--- config.mk ---
export PLATFORM = sky130hd
export DESIGN_NAME = seg_scan_driver
export DESIGN_NICKNAME = d
export VERILOG_FILES = /design/src/rtl/seg_pkg.sv /design/src/rtl/seg_slot_timer.sv /design/src/rtl/seg_scan_driver.sv
export SDC_FILE = /design/constraint.sdc
export NUM_CORES = 1
export LEC_CHECK = 0
export CAP_MARGIN = 20
export CORE_MARGIN = 5
export CORE_UTILIZATION = 35
export CTS_CLUSTER_DIAMETER = 30
export DETAILED_ROUTE_END_ITERATION = 10
export MAX_ROUTING_LAYER = met4
export PLACE_DENSITY_LB_ADDON = 0.2
export SLEW_MARGIN = 20
export SYNTH_ARGS = -nofsm -noshare
export SYNTH_HDL_FRONTEND = slang
export SYNTH_SLANG_ARGS = --single-unit
--- constraint.sdc ---
create_clock -name clk -period 5.55 [get_ports clk]
set_input_delay 1.3875 -clock clk [delete_from_list [all_inputs] [get_ports clk]]
set_output_delay 1.3875 -clock clk [all_outputs]
set_load 0.03 [all_outputs]
--- src/rtl/seg_pkg.sv ---
// Shared definitions for the seven-segment display path.
// The menu/text stage and the scan driver both use these letter codes.
// Segment bit order: bit0 = a ... bit6 = g.
package seg_pkg;

  localparam int SEG_W = 7;
  localparam int N_DIG = 4;
  localparam int IDX_W = 2;

  typedef logic [SEG_W-1:0] seg_code_t;

  localparam seg_code_t SEG_BLANK = 7'd0;

  // Letter glyphs. Some letters are lower-case shapes because a
  // seven-segment digit cannot draw the capital form.
  localparam seg_code_t SEG_A = 7'd119;  // 0x77
  localparam seg_code_t SEG_B = 7'd124;  // 0x7C  b
  localparam seg_code_t SEG_C = 7'd57;   // 0x39
  localparam seg_code_t SEG_D = 7'd94;   // 0x5E  d
  localparam seg_code_t SEG_E = 7'd121;  // 0x79
  localparam seg_code_t SEG_F = 7'd113;  // 0x71
  localparam seg_code_t SEG_G = 7'd61;   // 0x3D
  localparam seg_code_t SEG_H = 7'd118;  // 0x76
  localparam seg_code_t SEG_I = 7'd48;   // 0x30
  localparam seg_code_t SEG_J = 7'd30;   // 0x1E
  localparam seg_code_t SEG_K = 7'd117;  // 0x75
  localparam seg_code_t SEG_L = 7'd56;   // 0x38
  localparam seg_code_t SEG_M = 7'd55;   // 0x37
  localparam seg_code_t SEG_N = 7'd84;   // 0x54  n
  localparam seg_code_t SEG_O = 7'd63;   // 0x3F
  localparam seg_code_t SEG_P = 7'd115;  // 0x73
  localparam seg_code_t SEG_Q = 7'd103;  // 0x67  q
  localparam seg_code_t SEG_R = 7'd80;   // 0x50  r
  localparam seg_code_t SEG_S = 7'd109;  // 0x6D
  localparam seg_code_t SEG_T = 7'd120;  // 0x78  t
  localparam seg_code_t SEG_U = 7'd62;   // 0x3E
  localparam seg_code_t SEG_V = 7'd28;   // 0x1C  v
  localparam seg_code_t SEG_W_ = 7'd42;  // 0x2A  (SEG_W is the width)
  localparam seg_code_t SEG_X = 7'd73;   // 0x49
  localparam seg_code_t SEG_Y = 7'd110;  // 0x6E
  localparam seg_code_t SEG_Z = 7'd91;   // 0x5B

  // Phase of the current digit slot.
  typedef enum logic {
    PH_BLANK = 1'b0,
    PH_DRIVE = 1'b1
  } slot_phase_e;

  // One-hot anode pattern for a digit index.
  function automatic logic [N_DIG-1:0] onehot_an(input logic [IDX_W-1:0] idx);
    return N_DIG'(1) << idx;
  endfunction

endpackage

--- src/rtl/seg_slot_timer.sv ---
// Digit-slot timer: counts DIV cycles per slot and steps the digit index
// through 0..N_DIG-1. Reports the last cycle of a slot, the last cycle of
// a frame, and whether the slot is still in its leading blank gap.
module seg_slot_timer
  import seg_pkg::*;
#(
  parameter int DIV       = 27000,
  parameter int BLANK_CYC = 270
) (
  input  logic             clk,
  input  logic             rst_n,
  output logic [IDX_W-1:0] idx,
  output logic             slot_end,
  output logic             wrap,
  output logic             in_blank
);

  localparam int CNT_W = (DIV > 1) ? $clog2(DIV) : 1;

  logic [CNT_W-1:0] cnt_q, cnt_d;
  logic [IDX_W-1:0] idx_q, idx_d;

  assign slot_end = (cnt_q == CNT_W'(DIV - 1));
  assign wrap     = slot_end && (idx_q == IDX_W'(N_DIG - 1));
  assign idx      = idx_q;

  // A zero-length gap needs no comparator at all.
  if (BLANK_CYC == 0) begin : g_no_gap
    assign in_blank = 1'b0;
  end else begin : g_gap
    assign in_blank = (cnt_q < CNT_W'(BLANK_CYC));
  end

  // Next slot count and digit index.
  always_comb begin
    // NOTE: every combinational output gets a default first, so no path
    // through the block leaves a value unassigned and infers a latch.
    cnt_d = cnt_q + 1'b1;
    idx_d = idx_q;
    if (slot_end) begin
      cnt_d = '0;
      idx_d = idx_q + 1'b1;  // wraps 3 -> 0 naturally at 2 bits
    end
  end

  // Counter state registers.
  always_ff @(posedge clk or negedge rst_n) begin
    if (!rst_n) begin
      cnt_q <= '0;
      idx_q <= '0;
    end else begin
      // NOTE: non-blocking assignments so every flop samples the values
      // from before this edge, independent of statement order.
      cnt_q <= cnt_d;
      idx_q <= idx_d;
    end
  end

endmodule

--- src/rtl/seg_scan_driver.sv ---
// Four-digit seven-segment scan driver.
// Latches the 28-bit display word once per frame (digit k = bits
// [7k+6:7k]) and time-multiplexes it onto one shared segment bus with
// one-hot anode enables, inserting a blank gap at the start of each slot.
// Build option SEG_ACTIVE_LOW_EN: invert seg and an at the output
// register for common-anode boards (blank/reset then drive all-ones).
module seg_scan_driver
  import seg_pkg::*;
#(
  parameter int DIV       = 27000,
  parameter int BLANK_CYC = 270
) (
  input  logic        clk,
  input  logic        rst_n,
  input  logic [27:0] display_in,
  input  logic        freeze,
  output logic [6:0]  seg,
  output logic [3:0]  an,
  output logic [1:0]  digit_idx,
  output logic        frame_tick
);

`ifdef SEG_ACTIVE_LOW_EN
  localparam logic [SEG_W-1:0] SEG_OFF = ~SEG_BLANK;
  localparam logic [N_DIG-1:0] AN_OFF  = '1;
`else
  localparam logic [SEG_W-1:0] SEG_OFF = SEG_BLANK;
  localparam logic [N_DIG-1:0] AN_OFF  = '0;
`endif

  logic [IDX_W-1:0] idx;
  logic             slot_end;
  logic             wrap;
  logic             in_blank;

  seg_slot_timer #(
    .DIV       (DIV),
    .BLANK_CYC (BLANK_CYC)
  ) u_timer (
    .clk      (clk),
    .rst_n    (rst_n),
    .idx      (idx),
    .slot_end (slot_end),
    .wrap     (wrap),
    .in_blank (in_blank)
  );

  logic                        first_q, first_d;
  logic [N_DIG-1:0][SEG_W-1:0] shadow_q, shadow_d;
  logic [SEG_W-1:0]            seg_q, seg_d;
  logic [N_DIG-1:0]            an_q, an_d;
  logic [IDX_W-1:0]            digit_idx_q, digit_idx_d;
  logic                        frame_tick_q, frame_tick_d;

  logic                        frame_load;
  slot_phase_e                 phase;
  logic [SEG_W-1:0]            seg_raw;
  logic [N_DIG-1:0]            an_raw;

  // A frame starts on the first cycle out of reset and on the last cycle
  // of digit 3's slot.
  assign frame_load = first_q || (slot_end && wrap);
  assign phase      = in_blank ? PH_BLANK : PH_DRIVE;

  // Frame latch: capture the word at a frame boundary unless frozen.
  always_comb begin
    first_d      = 1'b0;
    shadow_d     = shadow_q;
    frame_tick_d = frame_load;
    if (frame_load && !freeze) begin
      shadow_d = display_in;
    end
  end

  // Digit mux and output polarity, registered one cycle after the counter.
  always_comb begin
    seg_raw = SEG_BLANK;
    an_raw  = '0;
    unique case (phase)
      PH_DRIVE: begin
        seg_raw = shadow_q[idx];
        an_raw  = onehot_an(idx);
      end
      default: ;
    endcase
`ifdef SEG_ACTIVE_LOW_EN
    seg_d = ~seg_raw;
    an_d  = ~an_raw;
`else
    seg_d = seg_raw;
    an_d  = an_raw;
`endif
    digit_idx_d = idx;
  end

  // Frame latch and output registers.
  always_ff @(posedge clk or negedge rst_n) begin
    if (!rst_n) begin
      // NOTE: the shadow word is a plain register (not a RAM), so it is
      // reset like any other flop and shows blank until the first load.
      first_q      <= 1'b1;
      shadow_q     <= '0;
      seg_q        <= SEG_OFF;
      an_q         <= AN_OFF;
      digit_idx_q  <= '0;
      frame_tick_q <= 1'b0;
    end else begin
      first_q      <= first_d;
      shadow_q     <= shadow_d;
      seg_q        <= seg_d;
      an_q         <= an_d;
      digit_idx_q  <= digit_idx_d;
      frame_tick_q <= frame_tick_d;
    end
  end

  assign seg        = seg_q;
  assign an         = an_q;
  assign digit_idx  = digit_idx_q;
  assign frame_tick = frame_tick_q;

endmodule

==> results of run 1 <==
[cell usage in the layout (no fill, tap or decap), types with 5 or more instances in the layout]
cell type and count:
mux2_2 8, nor2b_1 13, nand3_1 6, clkdlybuf4s50_1 43, mux2_4 20, dfrtp_1 59
inv_1 5, nor2_1 9, mux4_2 7, xnor2_1 8, ha_1 5, clkbuf_8 10
nand2_1 5
[cell families after synthesis]
| family | count (synthesis) | synth area share (%) |
|---|---|---|
| flip-flops | 60 | 57.1 |
| XOR/XNOR | 12 | 3.99 |
| AO/OA/AOI/OAI | 8 | 2.23 |
| adder cells (fa/ha/maj) | 5 | 2.38 |
| other | 1 | 0.142 |
| buffers and inverters | 12 | 2.28 |
| AND/OR/NAND/NOR | 50 | 11.1 |
| multiplexers | 35 | 20.8 |
[state kept, by name, indices dropped and copies added, names as in the netlist]
signal and cells:
an 4, first_q 1, digit_idx 2, frame_tick 1, seg 7, u_timer.idx 2
shadow_q 28, u_timer.cnt_q 15
[per-stage QoR]
stage          cells  worst slack [ns]  hold slack [ns]  instance area [um2]  utilization [%]
2_1_floorplan    183              3.18            0.399                 2630                -
3_3_place_gp     322              2.10            0.485                 3170             43.5
3_5_place_dp     322              2.07            0.489                 3170             43.5
4_1_cts          338              2.40            0.505                 3360             46.1
5_1_grt          338              2.33            0.523                 3360             46.1
6_report         338              2.41            0.504                 3360             46.1
[critical path, delay by kind of cell]
| family | cells | cell delay (ns) |
|---|---|---|
| buffers and inverters | 3 | 0.90 |
| AOI/OAI and AO/OA | 1 | 0.70 |
| muxes | 1 | 0.35 |
[power breakdown]
part | leakage, nW | internal, mW | switching (mW) | total [mW]
Sequential | 0.756 | 0.469 | 0.0170 | 0.486
Combinational | 0.605 | 0.0691 | 0.0268 | 0.0960
Clock | 0.0947 | 0.220 | 0.160 | 0.380
Total | 1.46 | 0.758 | 0.204 | 0.961
[layer usage]
| metal | share of wire (%) | up-vias | track usage, % |
|---|---|---|---|
| li1 | - | 741 | - |
| met1 | 49 | 758 | 15.8 |
| met2 | 45 | 36 | 17.6 |
| met3 | 3.3 | 13 | 2.81 |
| met4 | 2.4 | 0 | 6.48 |
| met5 | 0 | - | - |
[worst min path at each step]
stage                                    start  cells past startpoint                  endpoint
floorplan           u_timer.idx[1]$_DFFE_PN0N_                      0    digit_idx[1]$_DFF_PN0_
global placement      shadow_q[27]$_DFFE_PN0P_                      1  shadow_q[27]$_DFFE_PN0P_
detailed placement    shadow_q[19]$_DFFE_PN0P_                      1  shadow_q[19]$_DFFE_PN0P_
CTS                   shadow_q[11]$_DFFE_PN0P_                      1  shadow_q[11]$_DFFE_PN0P_
global route          shadow_q[15]$_DFFE_PN0P_                      1  shadow_q[15]$_DFFE_PN0P_
finish                shadow_q[20]$_DFFE_PN0P_                      1  shadow_q[20]$_DFFE_PN0P_
[cell type report]
cell class / count / area, um2
Fill cell: 706 / 3930
Sequential cell: 60 / 1500
Multi-Input combinational cell: 111 / 1070
Timing Repair Buffer: 47 / 458
Clock buffer: 14 / 153
Tap cell: 99 / 124
Clock inverter: 2 / 35.0
Inverter: 5 / 18.8
==> results.py, run 1 <==
metrics = {
    "clocking": {
        "cts_buffers": 9,
        "cts-resized-gates": 0,
        "clk_path_buf_depth": 2,
        "post_cts_buffers": 0,
        "cts-root-buf": "clkbuf_8",
        "clock-sinks": 60,
        "cts_tree": "built",
        "clock_latency_ns": 0.33,
        "clk_pin_slew_ns": 0.06,
        "ctsHoldBuffers": 0,
        "htree_levels": 3,
    },
    "power": {
        "p_leak_nw": 1.46,
        "irDropWorstVdd_v": 0.000109,
        "total_power_uw": 961,
        "power_density_nw_per_um2": 286,
    },
    "floorplanning": {
        "initial_core_util_pct": 36.1,
        "die_x_um": 96.7,
        "rows": 31,
        "coreArea_um2": 7290,
        "die-area_um2": 9360,
        "io_pins": 45,
        "die-height_um": 96.7,
    },
    "worst_setup_path": {
        "startpoint_type": "input port",
        "worstSetupStartpoint": "freeze",
        "critPathCapture": "shadow_q[2]$_DFFE_PN0P_",
        "slowest_stage": "a31oi_4",
        "crit_chain": "clkdlybuf4s50_1, inv_1, a31oi_4, buf_4, mux2_2",
        "end_kind": "register",
        "worst-path-max-fanout": 19,
        "ff2ff_path_depth": 4,
        "cp_data_required_time_ns": 5.76,
        "r2r-start": "u_timer.idx[0]$_DFFE_PN0N_",
        "worst_ep_arrival_time_ns": 3.35,
        "r2r_setup_slack_ns": 3.05,
        "crit_type": "in -> reg",
        "critPathMaxStageDelay_ns": 0.70,
        "r2r-end": "shadow_q[2]$_DFFE_PN0P_",
    },
    "synthesis": {
        "synth.avg_cell_area_um2": 14.4,
        "synth_area_um2": 2630,
        "synth_enable_flop_cells": 0,
        "yosysTopAreaCell": "dfrtp_1",
        "syn_inst": 183,
        "synth_top_area_share_pct": 56.1,
        "async_flop_share_pct": 100,
        "ys.flop_type": "dfrtp_1",
        "ys_seq_elements": 60,
        "ys_types": 30,
        "synth_fp_nets": 219,
        "ys_top_cells_by_area": "dfrtp_1 56%, mux2_4 11%, mux4_2 6.0%",
        "synthTopCellsByCount": "59 x dfrtp_1, 20 x mux2_4, 13 x nor2b_1, 9 x nor2_1",
        "yosysSeqAreaShare_pct": 57.1,
        "yosysMostFrequentCell": "dfrtp_1",
        "yosys_warnings": 0,
    },
    "sta": {
        "drv_slew": 0,
        "fin_worst_skew_ns": 0.00459,
        "min_period_over_period_pct": 56.6,
        "hold_viol": 0,
        "layout_min_cycle_time_ns": 3.14,
        "worst_pin_slew_ns": 1.03,
        "rsz0062_at_grt": "no",
        "setup_violations": 0,
        "max_freq_ghz": 0.318,
        "relSlewSlack_pct": 31.4,
        "fin_setup_tns_ns": 0,
    },
    "grt": {
        "grt_pass1_vias": 1757,
        "antenna_found_initial": 0,
        "grt_max_degree": 40,
        "grt_pass1_wl_mm": 8.75,
        "grt_use_total_pct": 12.2,
        "overflow": 0,
    },
    "routing": {
        "antenna_left": 0,
        "drc_errors": 0,
        "dr.pass1.iters": 4,
        "routed_via_density": 4.58,
        "dr.first_iter.drc_count": 31,
        "postRouteWirelength_mm": 5.06,
        "wire_per_inst_um": 15.0,
        "via_count": 1548,
    },
    "layout": {
        "antenna_cells": 0,
        "fin_nets": 270,
        "drive_above_1_share_pct": 23.0,
        "area_delta_synth_final_pct": 27.6,
    },
    "flow_run": {
        "max_cap_viol_count": 0,
    },
    "placement": {
        "gp_congestion": 0.801,
        "portBuffers": 44,
        "dp_hpwl_mm": 3.48,
    },
    "status": {
        "status": "complete, no violations",
    },
    "worst_hold_path": {
        "hp-class": "reg -> reg",
    },
}
Note: power is estimated with default switching activity, not from simulation.
==> inputs of run 2 (changes only) <==
==> constraint.sdc (replaced) <==
create_clock -name clk -period 2.8 [get_ports clk]
set_input_delay 0.7 -clock clk [delete_from_list [all_inputs] [get_ports clk]]
set_output_delay 0.7 -clock clk [all_outputs]
set_load 0.03 [all_outputs]
==> run 2 against run 1 <==
Compared with the run above:
- clock skew rose by 0.0017 ns
- clock power up 88%
- setup slack got worse by 1.7 ns
- power increased by 95%
- sequential power is 98% higher
- global-route usage increased by 0.35 points
- register-to-register slack worse by 2.3 ns
- first-iteration DRC count grew 58%
- die area unchanged
- clock-buffer cell count down 2
- non-clock buffer count grew 2
- critical path type is now reg -> out
- largest power group unchanged
==> results.py, run 2 (synthesis gave the netlist of run 1 again) <==
metrics = {
    "layout": {
        "fin_util_pct": 46.5,
        "final_common_cell": "dfrtp_1",
        "largest_reg_flops": 28,
        "antenna_cells": 0,
        "n_fill_cell": 693,
        "largest_register": "shadow_q",
        "area_delta_synth_final_pct": 28.7,
        "multiInputGateArea_um2": 1070,
        "register_area_um2": 1500,
        "drive_above_1_share_pct": 25.3,
        "fin_nets": 272,
        "final_cell_mix": "59 x dfrtp_1, 43 x clkdlybuf4s50_1, 20 x mux2_4",
    },
    "sta": {
        "fin_setup_tns_ns": 0,
        "layout_min_cycle_time_ns": 2.06,
        "drv_slew": 0,
        "hold_viol": 0,
        "rsz0062_at_grt": "no",
        "relSlewSlack_pct": 59.4,
        "fin_worst_skew_ns": 0.00627,
        "worst_pin_slew_ns": 0.610,
        "setup_violations": 0,
        "max_freq_ghz": 0.487,
        "min_period_over_period_pct": 73.4,
    },
    "power": {
        "power_density_nw_per_um2": 552,
        "p_seq_share_pct": 51.4,
        "swShare_pct": 22.1,
        "p_clk_share_pct": 38.3,
        "irDropWorstVdd_v": 0.000286,
        "p_leak_nw": 1.47,
        "p_sw_uw": 415,
        "pwr-share-comb_pct": 10.3,
        "internal_power_mw": 1.46,
    },
    "floorplanning": {
        "die-height_um": 96.7,
        "rows": 31,
        "initial_core_util_pct": 36.1,
        "die_x_um": 96.7,
        "io_pins": 45,
        "die-area_um2": 9360,
        "coreArea_um2": 7290,
    },
    "routing": {
        "wire_per_inst_um": 14.9,
        "drc_errors": 0,
        "routed_via_density": 4.68,
        "via_count": 1590,
        "antenna_left": 0,
        "postRouteWirelength_mm": 5.07,
        "dr.first_iter.drc_count": 49,
        "dr.pass1.iters": 4,
    },
    "clocking": {
        "clk_path_buf_depth": 2,
        "cts_tree": "built",
        "cts_buffers": 9,
        "post_cts_buffers": 0,
        "clk_pin_slew_ns": 0.06,
        "htree_levels": 3,
        "clock_latency_ns": 0.33,
        "ctsHoldBuffers": 0,
        "cts-resized-gates": 0,
        "cts-root-buf": "clkbuf_8",
        "clock-sinks": 60,
    },
    "worst_setup_path": {
        "slowest_stage": "clkdlybuf4s50_1",
        "worst_ep_arrival_time_ns": 1.36,
        "crit_buf_inv": 1,
        "startpoint_type": "register",
        "r2r_setup_slack_ns": 0.75,
        "worst-path-max-fanout": 1,
        "cpLargestDelayFamily": "buffers and inverters",
        "crit_type": "reg -> out",
        "critPathMaxStageDelay_ns": 0.68,
        "crit_chain": "clkdlybuf4s50_1",
        "end_kind": "primary output",
        "cp_data_required_time_ns": 2.10,
    },
    "grt": {
        "overflow": 0,
        "grt_pass1_vias": 1775,
        "grt.met2_usage_pct": 18.9,
        "grt_max_degree": 29,
        "grt_use_total_pct": 12.5,
        "antenna_found_initial": 0,
        "grt_pass1_wl_mm": 8.95,
        "grtUsageMet3_pct": 5.18,
        "busiest_layer": "met2",
        "met1_usage_pct": 15.1,
    },
    "placement": {
        "gp_congestion": 0.732,
        "portBuffers": 44,
        "dp_hpwl_mm": 3.59,
    },
    "status": {
        "status": "complete, no violations",
    },
    "flow_run": {
        "max_cap_viol_count": 0,
    },
    "worst_hold_path": {
        "hp-class": "in -> async",
    },
}
-- run 2: power groups by stage --
stage | Sequential [mW] | Combinational [mW] | Clock, mW
floorplan | 0.966 | 0.122 | 0
global placement | 0.977 | 0.194 | 0
detailed placement | 0.977 | 0.197 | 0
CTS | 0.962 | 0.198 | 0.744
global route | 0.968 | 0.212 | 0.785
finish | 0.962 | 0.193 | 0.716
-- run 2: cell type report --
class	count	area share [%]
repair buffers	49	14.3
well taps	99	3.65
flip-flops and latches	60	44.3
inverters	5	0.554
clock buffers	12	4.87
multi-input cells	111	31.6
clock inverters	4	0.664
-- run 2: metrics by stage --
step,setup slack [ns],power (mW),hold slack (ns),instance area [um2],cells
floorplan,0.759,1.09,0.399,2630,183
global placement,0.642,1.17,0.483,3200,324
detailed placement,0.640,1.17,0.491,3200,324
CTS,0.713,1.90,0.327,3390,340
global route,0.656,1.96,0.346,3390,340
finish,0.745,1.87,0.327,3390,340
-- run 2: routing by layer --
layer  vias up  part of all wire (%)
li1        744                     -
met1       802                    45
met2        38                    49
met3         6                   4.6
met4         0                   1.2
met5         -                     0
-- run 2: path summary, 6_finish.rpt --
| path | to | startpoint | cells after the start |
|---|---|---|---|
| min in group clk | shadow_q[19]$_DFFE_PN0P_ | shadow_q[19]$_DFFE_PN0P_ | 1 |
| max in group asynchronous | first_q$_DFF_PN1_ | rst_n | 2 |
| max | seg[3] | seg[3]$_DFF_PN0_ | 1 |
| max reg2reg | shadow_q[8]$_DFFE_PN0P_ | u_timer.cnt_q[0]$_DFF_PN0_ | 6 |
| min | u_timer.cnt_q[14]$_DFF_PN0_ | rst_n | 1 |
| min reg2reg | shadow_q[19]$_DFFE_PN0P_ | shadow_q[19]$_DFFE_PN0P_ | 1 |
